`config.mk`:
```
export PLATFORM = sky130hd
export DESIGN_NAME = axi_read_arbiter
export DESIGN_NICKNAME = d
export VERILOG_FILES = /design/src/rtl/axi_read_arbiter.sv
export SDC_FILE = /design/constraint.sdc
export NUM_CORES = 1
export LEC_CHECK = 0
export BUFFER_PORTS_ARGS = -buffer_cell sky130_fd_sc_hd__buf_2
export CAP_MARGIN = 15
export CORE_AREA = 2 2 100 102
export CTS_CLUSTER_SIZE = 25
export DETAILED_ROUTE_END_ITERATION = 16
export DIE_AREA = 0 0 102 104
export GPL_ROUTABILITY_DRIVEN = 0
export SLEW_MARGIN = 20
export SYNTH_ARGS = -nofsm -noshare
export SYNTH_HDL_FRONTEND = slang
export SYNTH_SLANG_ARGS = --single-unit
```
`constraint.sdc`:
```
create_clock -name clk -period 2.2 [get_ports clk]
set_input_delay 0.11 -clock clk [delete_from_list [all_inputs] [get_ports clk]]
set_output_delay 0.11 -clock clk [all_outputs]
set_load 0.05 [all_outputs]
```
`src/rtl/axi_read_arbiter.sv`:
```
// axi_read_arbiter: round-robin arbiter that shares one AXI read slave between N masters,
// holding the grant from AR handshake to RLAST and answering decode errors locally with DECERR.
module axi_read_arbiter #(
  parameter int N_MASTERS = 4,
  parameter int ADDR_W    = 32,
  parameter int DATA_W    = 32
) (
  input  logic                          clk,
  input  logic                          rst,
  input  logic [N_MASTERS-1:0]          m_arvalid,
  input  logic [N_MASTERS*ADDR_W-1:0]   m_araddr,
  output logic [N_MASTERS-1:0]          m_arready,
  output logic [N_MASTERS-1:0]          m_rvalid,
  input  logic [N_MASTERS-1:0]          m_rready,
  output logic [DATA_W-1:0]             m_rdata,
  output logic [1:0]                    m_rresp,
  output logic                          m_rlast,
  output logic                          s_arvalid,
  output logic [ADDR_W-1:0]             s_araddr,
  input  logic                          s_arready,
  input  logic                          s_rvalid,
  input  logic                          s_rlast,
  input  logic [DATA_W-1:0]             s_rdata,
  input  logic [1:0]                    s_rresp,
  output logic                          s_rready,
  input  logic                          decerr,
  output logic [N_MASTERS-1:0]          grant,
  output logic                          decoder_rst
);
  localparam int IW = $clog2(N_MASTERS);
  typedef enum logic [1:0] {IDLE, ADDR, DATA, ERR} state_t;
  state_t                 r_state, w_next;
  logic [N_MASTERS-1:0]   r_grant, w_grant;
  logic [IW-1:0]          r_ptr, w_ptr, w_g, w_win, w_idx;
  logic                   w_found, w_done;
  assign grant = r_grant;
  // search starts just past the last winner so the previous winner ranks lowest
  always_comb begin
    w_win   = '0;
    w_found = 1'b0;
    w_idx   = '0;
    for (int k = 1; k <= N_MASTERS; k++) begin
      w_idx = IW'((int'(r_ptr) + k) % N_MASTERS);
      if (!w_found && m_arvalid[w_idx]) begin
        w_found = 1'b1;
        w_win   = w_idx;
      end
    end
  end
  always_comb begin
    w_g = '0;
    for (int i = 0; i < N_MASTERS; i++)
      if (r_grant[i]) w_g = IW'(i);
  end
  always_ff @(posedge clk or posedge rst) begin
    if (rst) begin
      r_state <= IDLE;
      r_grant <= '0;
      r_ptr   <= IW'(N_MASTERS - 1);
    end else begin
      r_state <= w_next;
      r_grant <= w_grant;
      r_ptr   <= w_ptr;
    end
  end
  always_comb begin
    w_next      = r_state;
    w_grant     = r_grant;
    w_ptr       = r_ptr;
    w_done      = 1'b0;
    m_arready   = '0;
    m_rvalid    = '0;
    m_rdata     = '0;
    m_rresp     = 2'b00;
    m_rlast     = 1'b0;
    s_arvalid   = 1'b0;
    s_araddr    = m_araddr[w_g*ADDR_W +: ADDR_W];
    s_rready    = 1'b0;
    decoder_rst = 1'b0;
    case (r_state)
      IDLE: if (w_found) begin
        w_grant        = '0;
        w_grant[w_win] = 1'b1;
        w_next         = ADDR;
      end
      ADDR: if (decerr) begin
        m_arready[w_g] = 1'b1;
        if (m_arvalid[w_g]) w_next = ERR;
      end else begin
        s_arvalid      = m_arvalid[w_g];
        m_arready[w_g] = s_arready;
        if (m_arvalid[w_g] && s_arready) w_next = DATA;
      end
      DATA: begin
        m_rvalid[w_g] = s_rvalid;
        m_rdata       = s_rdata;
        m_rresp       = s_rresp;
        m_rlast       = s_rlast;
        s_rready      = m_rready[w_g];
        w_done        = s_rvalid && m_rready[w_g] && s_rlast;
      end
      ERR: begin
        m_rvalid[w_g] = 1'b1;
        m_rresp       = 2'b11;
        m_rlast       = 1'b1;
        w_done        = m_rready[w_g];
      end
      default: w_next = IDLE;
    endcase
    if (w_done) begin
      w_next      = IDLE;
      w_grant     = '0;
      w_ptr       = w_g;
      decoder_rst = 1'b1;
    end
  end
endmodule

```
==> metrics.csv, run 1 <==
stage;metric;value;unit
worst_setup_path;Worst Path Buf+Inv;2;
layout;cell area after layout;3387;sq um
clocking;CTS Root Cell;clkbuf_8;
clocking;total CTS buffers;3;
worst_setup_path;Slowest-stage cell, CP;or3b_1;
synthesis;Mapped Cells;288;
die;die height;104;um
layout;P&R area growth vs syn;87.34;%
detailed_routing;DR vias/cell;4.409;
placement;placed inst area;3329;sq um
timing;Final min period;2101;ps
die;io pins;258;
die;Cell Rows;36;
global_route;number of global-route vias before repair;2815;
timing;Slew Limit Fails;0;
placement;dpl hpwl;6.661;mm
worst_setup_path;CP max FO;9;
worst_setup_path;crit-path cells;mux2i_1 -> a221o_1 -> or3b_1 -> inv_2 -> buf_2;
worst_setup_path;crit path launch type;flop;
synthesis;Netlist cell types;37;
die;die area;10610;sq um
detailed_routing;DRC;0;
detailed_routing;WL final;7.911;mm
power_and_ir_drop;leakage power;1.833;nW
global_route;first-pass GRT wire length;12.32;mm
worst_setup_path;CP top delay family;simple AND/OR/NAND/NOR gates;
worst_setup_path;Crit. End Element;primary output;
worst_setup_path;R2R setup slack;350;ps
worst_setup_path;CP Launch Point;grant[1];
synthesis;Yosys reg bits;8;
clocking;CTS Buffer Depth;2;
placement;# port buffers;257;
worst_hold_path;Hold WC Path Type;in2reg;
timing;Rel. slew slack;54.73;%
timing;Slew @ Worst Pin;679.1;ps
timing;final setup fails;0;
synthesis;top_reg_cell synth;dfrtp_1;
layout;filler instances;1042;
global_route;Total GRT Usage;14.16;%
timing;setup clock skew after layout;9.138;ps
synthesis;Synth area leaders;mux2i_1 20%, and2_1 11%, a21oi_1 9.4%;
synthesis;share of the synthesized area in the top cell type;19.93;%
synthesis;Post-Syn Nets;464;
clocking;clock sink count;8;
clocking;TritonCTS clock tree;built;
detailed_routing;drt first pass iters;4;
layout;most common cell after layout, fill and taps aside;buf_2;
detailed_routing;DR vias;2923;
worst_hold_path;hold wc startpoint;decerr;
synthesis;Synth Warn #;0;
worst_setup_path;WP data required;2090;ps
detailed_routing;iteration-0 DRC count of the detailed router;86;
die;initial core utilization;18.93;%
clocking;worst-skew pair later-pin latency;240;ps
global_route;largest net degree at the start of global routing;72;
timing;Final Hold Viols;0;
synthesis;EDFF count, synth;0;
synthesis;syn_area_per_cell;6.278;sq um
layout;layout cell share with drive strength beyond 1;57.66;%
global_route;global route overflow;0;
worst_hold_path;Hold Path Sink;r_state[0];
power_and_ir_drop;maximum VDD drop;0.0006674;V
layout;most frequent cells in the layout;257 x buf_2, 38 x nor2_1, 36 x mux2i_1;
worst_setup_path;FF-to-FF End;r_ptr[0];
die;die width;102;um
power_and_ir_drop;Tot Pwr;4.751;mW
clocking;Clock Pin Slew Worst Setup and Hold Paths;50;ps
timing;f_max;475.9;MHz
status;status;finished clean;
clocking;Post-CTS Resized;0;
synthesis;largest area contributor in the netlist;mux2i_1;
clocking;H-tree Lvls;1;
worst_setup_path;startpoint of the worst register-to-register path;grant[1];
timing;RSZ-0062 raised after global routing;no;
synthesis;Syn Std Cell Area;1808;sq um
timing;final worst path period share;95.52;%
detailed_routing;Post-DRT Antenna Nets;0;
worst_setup_path;r2r worst-path depth;4;
worst_hold_path;hold-critical path depth;4;
worst_setup_path;crit path kind;reg2out;
worst_setup_path;largest stage delay on the critical path;550;ps
synthesis;post-synthesis sequential area ratio;11.21;%
job;Max-Cap Viols;0;
global_route;initial antenna violation count;1;
synthesis;Async SR Flop Fraction;100.0;%
power_and_ir_drop;pwr dens;1403;nW/um^2
die;Core Region;9549;sq um
detailed_routing;Routed WL per cell;11.93;um
layout;Final #Nets;706;
worst_setup_path;Worst EP arrival;1990;ps
[Yosys cell counts, types with 2 or more instances]
| master | instances |
|---|---|
| a21oi_1 | 34 |
| a32o_1 | 4 |
| and2_1 | 32 |
| buf_2 | 5 |
| clkbuf_1 | 19 |
| dfrtp_1 | 6 |
| dfstp_2 | 2 |
| inv_1 | 3 |
| inv_2 | 3 |
| mux2i_1 | 36 |
| nand2_1 | 35 |
| nand2b_1 | 6 |
| nor2_1 | 38 |
| nor2b_1 | 3 |
| nor3_1 | 2 |
| nor3b_1 | 3 |
| nor4_1 | 2 |
| o21a_1 | 4 |
| o21ai_1 | 33 |
[per-layer routing]
| metal | global-route usage, % | routed length (um) | up-vias | share of wire, % |
|---|---|---|---|---|
| li1 | - | - | 1487 | - |
| met1 | 14.63 | 2963 | 1261 | 37 |
| met2 | 28.15 | 4083 | 165 | 52 |
| met3 | 2.151 | 729 | 10 | 9.2 |
| met4 | 4.381 | 134 | 0 | 1.7 |
| met5 | 0 | 0 | - | 0 |
[registers in the layout, summed over array words and instances, names as in the netlist]
name     cells
grant        4
r_ptr        2
r_state      2
[metrics by stage]
stage | worst slack (ps) | util (%) | TNS [ps] | instances | hold WS, ps
finish | 98.60 | 35.47 | 0 | 663 | 306.8
global route | 9.475 | 35.44 | 0 | 662 | 358.5
CTS | 78.95 | 35.44 | 0 | 662 | 306.8
detailed placement | 337.6 | 34.87 | 0 | 657 | 84.33
global placement | 354.9 | 34.87 | 0 | 657 | 79.56
floorplan | -549.6 | - | -1324 | 288 | -75.77
[worst max-delay path by stage]
stage / endpoint / slack (ps) / cells past startpoint
6_report: decoder_rst / 100 / 5
4_1_cts: decoder_rst / 80 / 5
3_5_place_dp: grant[1] / 340 / 4
2_1_floorplan: m_arready[0] / -550 / 3
5_1_grt: decoder_rst / 9 / 5
3_3_place_gp: decoder_rst / 350 / 5
[worst reg2reg max path, cell delays in order, from the launching register on]
cell and delay (ps):
dfrtp_2 430, mux2i_1 130, a221o_1 300, or3b_1 550, mux2_4 350
[layout make-up]
cell class | instances | area, sq um | share of cell area [%]
clock buffers | 4 | 45.04 | 1.330
flip-flops and latches | 8 | 209.0 | 6.169
multi-input cells | 248 | 1595 | 47.10
repair buffers | 263 | 1346 | 39.75
diodes | 1 | 2.502 | 0.07388
inverters | 6 | 22.52 | 0.6649
well taps | 133 | 166.4 | 4.913
[timing repair]
action / in CTS / in global routing
hold buffers: 1 / 0
endpoints found under the hold margin: 6 / 0
buffers inserted: 0 / 0
[report_power, final]
| part | internal [mW] | switching, mW | leakage (nW) |
|---|---|---|---|
| combinational | 1.16 | 3.08 | 1.72 |
| clock | 0.126 | 0.0687 | 0.0228 |
| sequential | 0.227 | 0.0932 | 0.0932 |
| total | 1.51 | 3.24 | 1.83 |
[cells by family after synthesis]
kind of cell,count (synthesis),synth area share [%]
AOI/OAI and AO/OA,86,27.27
and+or+nand+nor,125,33.57
muxes,37,20.76
buffers and inverters,32,7.197
DFF,8,11.21
Note: power is estimated with default switching activity, not from simulation.
==> run 2, diff against run 1 <==
==> constraint.sdc (replaced) <==
create_clock -name clk -period 2.1 [get_ports clk]
set_input_delay 0.105 -clock clk [delete_from_list [all_inputs] [get_ports clk]]
set_output_delay 0.105 -clock clk [all_outputs]
set_load 0.05 [all_outputs]
==> metrics.csv, run 2 (synthesis gave the netlist of run 1 again) <==
stage;metric;value;unit;change
status;status;finished clean;;
clocking;clock sink count;8;;unchanged
detailed_routing;drt first pass iters;4;;unchanged
timing;Slew Limit Fails;0;;unchanged
worst_setup_path;CP max FO;9;;unchanged
die;initial core utilization;18.93;%;unchanged
detailed_routing;Post-DRT Antenna Nets;0;;unchanged
placement;# port buffers;257;;unchanged
timing;Rel. slew slack;53.61;%;-1.1 points
job;Max-Cap Viols;0;;unchanged
layout;P&R area growth vs syn;91.00;%;
global_route;M2 GR Usage;31.77;%;+3.6 points
die;die height;104;um;unchanged
layout;most common cell after layout, fill and taps aside;buf_2;;
timing;final setup fails;0;;unchanged
power_and_ir_drop;Flop pwr share;6.6;%;about the same
placement;Cell Count Post-Placement;656;;-0.15%
worst_hold_path;hold wc startpoint;m_arvalid[0];;
power_and_ir_drop;clock power share;3.9;%;-0.2 points
timing;Final min period;2009;ps;
worst_hold_path;hold-critical path depth;3;;-1
clocking;Clock Pin Slew Worst Setup and Hold Paths;50;ps;about the same
power_and_ir_drop;Switching Share;67.82;%;-0.39 points
power_and_ir_drop;Tot Pwr;5.133;mW;+8.0%
worst_setup_path;startpoint of the worst register-to-register path;grant[1];;
worst_setup_path;crit path kind;reg2out;;
power_and_ir_drop;Psw;3.481;mW;+7.4%
global_route;Total GRT Usage;16.16;%;+2.0 points
worst_hold_path;Hold Path Sink;grant[2];;
layout;max reg flops;4;;unchanged
worst_setup_path;largest stage delay on the critical path;480;ps;-70 ps
layout;most frequent cells in the layout;254 x buf_2, 38 x nor2_1, 36 x mux2i_1;;
detailed_routing;DR vias;2924;;+0.034%
timing;Final Hold Viols;0;;unchanged
power_and_ir_drop;maximum VDD drop;0.0006541;V;-2.0%
placement;pre-CTS setup slack;235.1;ps;-102.5 ps
worst_hold_path;Hold WC Path Type;in2reg;;
die;die width;102;um;unchanged
power_and_ir_drop;pwr dens;1486;nW/um^2;+6.0%
global_route;met1 Track Usage GR;16.56;%;+1.9 points
worst_setup_path;CP top delay family;simple AND/OR/NAND/NOR gates;;
detailed_routing;DR vias/cell;4.424;;+0.34%
detailed_routing;DRC;0;;unchanged
worst_setup_path;Slowest-stage cell, CP;or3b_4;;
worst_setup_path;R2R setup slack;350;ps;about the same
worst_setup_path;WP data required;2000;ps;-90 ps
global_route;met3 Track Usage GR;3.159;%;+1.0 points
clocking;total CTS buffers;3;;unchanged
layout;final cell count without fillers;661;;-0.30%
timing;f_max;497.7;MHz;
worst_setup_path;Crit. End Element;primary output;;
timing;final worst slack;90.85;ps;-7.742 ps
timing;Slew @ Worst Pin;695.9;ps;+16.75 ps
global_route;largest net degree at the start of global routing;75;;+4.2%
worst_setup_path;FF-to-FF End;r_ptr[0];;
power_and_ir_drop;leakage power;1.844;nW;+0.63%
global_route;initial antenna violation count;0;;-1
clocking;worst-skew pair later-pin latency;230;ps;about the same
placement;placed inst area;3396;sq um;+2.0%
die;Core Region;9549;sq um;unchanged
detailed_routing;iteration-0 DRC count of the detailed router;91;;+5.8%
layout;cell area after layout;3453;sq um;+2.0%
clocking;CTS Root Cell;clkbuf_8;;
power_and_ir_drop;combinational share of power;89.5;%;+0.3 points
worst_setup_path;Worst Path Buf+Inv;2;;unchanged
global_route;global route overflow;0;;unchanged
worst_setup_path;crit path launch type;flop;;
worst_setup_path;Worst EP arrival;1900;ps;-90 ps
timing;RSZ-0062 raised after global routing;no;;
worst_setup_path;r2r worst-path depth;4;;unchanged
worst_setup_path;critical path depth;5;;unchanged
die;die area;10610;sq um;unchanged
clocking;TritonCTS clock tree;built;;
layout;Final #Nets;705;;-0.14%
global_route;first-pass GRT wire length;13.58;mm;+10%
layout;layout cell share with drive strength beyond 1;58.33;%;+0.68 points
timing;final worst path period share;95.67;%;
die;io pins;258;;unchanged
clocking;H-tree Lvls;1;;unchanged
timing;setup clock skew after layout;8.636;ps;-0.5019 ps
layout;number of diodes;0;;-1
clocking;CTS Buffer Depth;2;;unchanged
power_and_ir_drop;Int Pwr;1.652;mW;+9.4%
global_route;number of global-route vias before repair;2718;;-3.4%
timing;Hold WS;306.4;ps;-0.3630 ps
detailed_routing;WL final;9.265;mm;+17%
die;Cell Rows;36;;unchanged
global_route;Top Usage Layer GRT;met2;;
detailed_routing;Routed WL per cell;14.02;um;+17%
worst_setup_path;crit-path cells;mux2i_1 -> a221o_1 -> or3b_4 -> inv_2 -> buf_2;;
placement;dpl hpwl;7.751;mm;+16%
## run 2: routing by layer
layer	share of wire, %	vias up
met2	53	160
met4	2.3	0
met5	0	-
met3	9.1	8
met1	35	1279
li1	-	1477
## run 2: power by group through the flow
stage	clock [mW]	combinational, mW	sequential [mW]
CTS	0.206	4.63	0.337
global route	0.211	4.87	0.353
global placement	0	4.57	0.335
finish	0.202	4.59	0.337
floorplan	0	3.48	0.362
detailed placement	0	4.61	0.337
## run 2: worst max path at each step
stage | endpoint | startpoint | slack [ps]
floorplan | m_arready[1] | grant[1] | -210
global placement | decoder_rst | grant[1] | 270
detailed placement | decoder_rst | grant[1] | 240
CTS | decoder_rst | grant[1] | 90
global route | decoder_rst | grant[1] | 20
finish | decoder_rst | grant[1] | 90
## run 2: metrics by stage
step	utilization, %	setup TNS [ps]
after floorplan	-	-432.2
after global placement	35.56	0
after detailed placement	35.56	0
after CTS	36.16	0
after global routing	36.16	0
final	36.16	0
## run 2: area by class of cell
cell class / count / area (sq um)
clock buffers: 4 / 45.04
well taps: 133 / 166.4
inverters: 6 / 22.52
multi-input cells: 248 / 1614
repair buffers: 262 / 1396
fillers: 1078 / 6096
flip-flops and latches: 8 / 209.0
## run 2: worst min-delay path, cell delays in order
cell and delay (ps):
buf_2 130, o21a_1 160, a32o_1 120
## run 2: what timing repair did
action / 4_1_cts / 5_1_grt
gates resized for setup: 1 / 0
endpoints found under the setup margin: 1 / 0
hold buffers: 1 / 0
hold endpoints to repair: 6 / 0
setup buffers: 0 / 0
==> run 3, diff against run 2 <==
--- a/config.mk
+++ b/config.mk
@@ -5,9 +5,10 @@
 export SDC_FILE = /design/constraint.sdc
 export NUM_CORES = 1
 export LEC_CHECK = 0
-export BUFFER_PORTS_ARGS = -buffer_cell sky130_fd_sc_hd__buf_2
-export CAP_MARGIN = 15
+export BUFFER_PORTS_ARGS = -buffer_cell sky130_fd_sc_hd__buf_4
+export CAP_MARGIN = 20
 export CORE_AREA = 2 2 100 102
+export CTS_BUF_LIST = sky130_fd_sc_hd__clkbuf_8
 export CTS_CLUSTER_SIZE = 25
 export DETAILED_ROUTE_END_ITERATION = 16
 export DIE_AREA = 0 0 102 104
==> metrics.csv, run 3 (synthesis gave the netlist of run 1 again) <==
stage;metric;value;unit;change
worst_setup_path;Slowest-stage cell, CP;or3b_4;;
placement;dpl hpwl;8.082;mm;+4.3%
clocking;Clock Pin Slew Worst Setup and Hold Paths;50;ps;about the same
global_route;global route overflow;0;;unchanged
job;Max-Cap Viols;0;;unchanged
timing;Slew @ Worst Pin;605.3;ps;-90.60 ps
layout;number of diodes;0;;unchanged
timing;Final min period;1938;ps;-70.94 ps
layout;most common cell after layout, fill and taps aside;buf_4;;
global_route;initial antenna violation count;0;;unchanged
layout;P&R area growth vs syn;124.8;%;
clocking;worst-skew pair later-pin latency;230;ps;about the same
global_route;largest net degree at the start of global routing;47;;-37%
die;die height;104;um;unchanged
clocking;total CTS buffers;3;;unchanged
global_route;Total GRT Usage;16.78;%;+0.61 points
clocking;H-tree Lvls;1;;unchanged
layout;cell area after layout;4065;sq um;+18%
status;status;finished clean;;
clocking;CTS Root Cell;clkbuf_8;;
layout;layout cell share with drive strength beyond 1;58.57;%;+0.24 points
timing;RSZ-0062 raised after global routing;no;;
timing;Slew Limit Fails;0;;unchanged
clocking;clock sink count;8;;unchanged
worst_setup_path;CP top delay family;simple AND/OR/NAND/NOR gates;;
clocking;CTS Buffer Depth;2;;unchanged
worst_setup_path;CP max FO;9;;unchanged
detailed_routing;WL final;9.528;mm;+2.8%
detailed_routing;iteration-0 DRC count of the detailed router;97;;+6.6%
layout;max reg flops;4;;unchanged
worst_setup_path;FF-to-FF End;r_ptr[0];;
power_and_ir_drop;maximum VDD drop;0.0006035;V;-7.7%
layout;post-layout util;42.57;%;+6.4 points
die;Cell Rows;36;;unchanged
timing;Rel. slew slack;59.57;%;+6.0 points
detailed_routing;DR vias/cell;4.495;;+1.6%
worst_hold_path;hold-critical path depth;4;;+1
worst_setup_path;R2R setup slack;370;ps;+20 ps
timing;f_max;515.9;MHz;+3.7%
layout;most frequent cells in the layout;262 x buf_4, 38 x nor2_1, 36 x mux2i_1;;
power_and_ir_drop;leakage power;2.034;nW;+10%
global_route;number of global-route vias before repair;2930;;+7.8%
die;io pins;258;;unchanged
die;die width;102;um;unchanged
placement;pre-CTS setup slack;246.2;ps;+11.11 ps
die;initial core utilization;18.93;%;unchanged
layout;filler instances;1003;;-7.0%
worst_hold_path;Hold Path Sink;r_state[0];;
power_and_ir_drop;pwr dens;1361;nW/um^2;-8.5%
detailed_routing;DR vias;2985;;+2.1%
layout;Final #Nets;708;;+0.43%
worst_setup_path;crit path kind;reg2out;;
global_route;first-pass GRT wire length;14.32;mm;+5.5%
die;die area;10610;sq um;unchanged
power_and_ir_drop;Tot Pwr;5.531;mW;+7.7%
timing;final worst path period share;92.30;%;-3.4 points
worst_hold_path;Hold WC Path Type;in2reg;;
timing;final worst slack;161.8;ps;+70.94 ps
timing;Hold WS;288.5;ps;-17.93 ps
detailed_routing;Post-DRT Antenna Nets;0;;unchanged
worst_setup_path;Worst Path Buf+Inv;2;;unchanged
detailed_routing;Routed WL per cell;14.35;um;+2.4%
die;Core Region;9549;sq um;unchanged
worst_setup_path;largest stage delay on the critical path;480;ps;about the same
layout;final cell count without fillers;664;;+0.45%
placement;placed inst area;4004;sq um;+18%
placement;# port buffers;257;;unchanged
placement;Cell Count Post-Placement;659;;+0.46%
detailed_routing;drt first pass iters;6;;+2
worst_hold_path;hold wc startpoint;decerr;;
worst_setup_path;Worst EP arrival;1830;ps;-70 ps
timing;setup clock skew after layout;0.6174;ps;-8.018 ps
timing;final setup fails;0;;unchanged
worst_setup_path;crit-path cells;mux2i_1 -> a221o_1 -> or3b_4 -> inv_2 -> buf_4;;
worst_setup_path;r2r worst-path depth;4;;unchanged
timing;Final Hold Viols;0;;unchanged
clocking;TritonCTS clock tree;built;;
worst_setup_path;startpoint of the worst register-to-register path;grant[1];;
timing;setup_tns;0;ps;unchanged
worst_setup_path;WP data required;2000;ps;about the same
worst_setup_path;crit path launch type;flop;;
detailed_routing;DRC;0;;unchanged
worst_setup_path;Crit. End Element;primary output;;
[run 3: how the worst max path moves through the flow]
| stage | start | end | slack (ps) | cells past startpoint |
|---|---|---|---|---|
| 2_1_floorplan | grant[1] | m_arready[1] | -210 | 3 |
| 3_3_place_gp | grant[1] | grant[1] | 260 | 4 |
| 3_5_place_dp | grant[1] | grant[2] | 250 | 4 |
| 4_1_cts | grant[1] | decoder_rst | 50 | 5 |
| 5_1_grt | grant[1] | decoder_rst | 90 | 5 |
| 6_report | grant[1] | decoder_rst | 160 | 5 |
[run 3: what timing repair did]
| item | 4_1_cts | 5_1_grt |
|---|---|---|
| setup endpoints to repair | 0 | 2 |
| hold buffers | 1 | 0 |
| setup buffers | 0 | 0 |
| gates resized for setup | 0 | 2 |
| endpoints found under the hold margin | 6 | 0 |
[run 3: per-layer routing]
metal	GRT usage [%]	vias to the layer above	wire, um
met5	0	-	0
met4	5.429	0	260
met2	32.10	179	5040
met3	4.234	14	999
met1	17.28	1313	3227
li1	-	1479	-
[run 3: worst min-delay path, stage by stage]
cell and delay [ps]:
buf_4 90, inv_1 30, a21oi_1 110, o311a_1 140
[run 3: cell type report]
class / instances / area (sq um) / area share [%]
repair buffers: 265 / 2008 / 49.40
inverters: 6 / 22.52 / 0.5540
clock inverters: 1 / 3.754 / 0.09234
multi-input cells: 248 / 1614 / 39.70
well taps: 133 / 166.4 / 4.094
clock buffers: 3 / 41.29 / 1.016
flip-flops and latches: 8 / 209.0 / 5.140
[run 3: where the power goes]
group          internal, mW  leakage, nW  switching, mW
sequential            0.237       0.0932          0.104
combinational          1.67         1.91           3.32
clock                 0.128       0.0269         0.0720
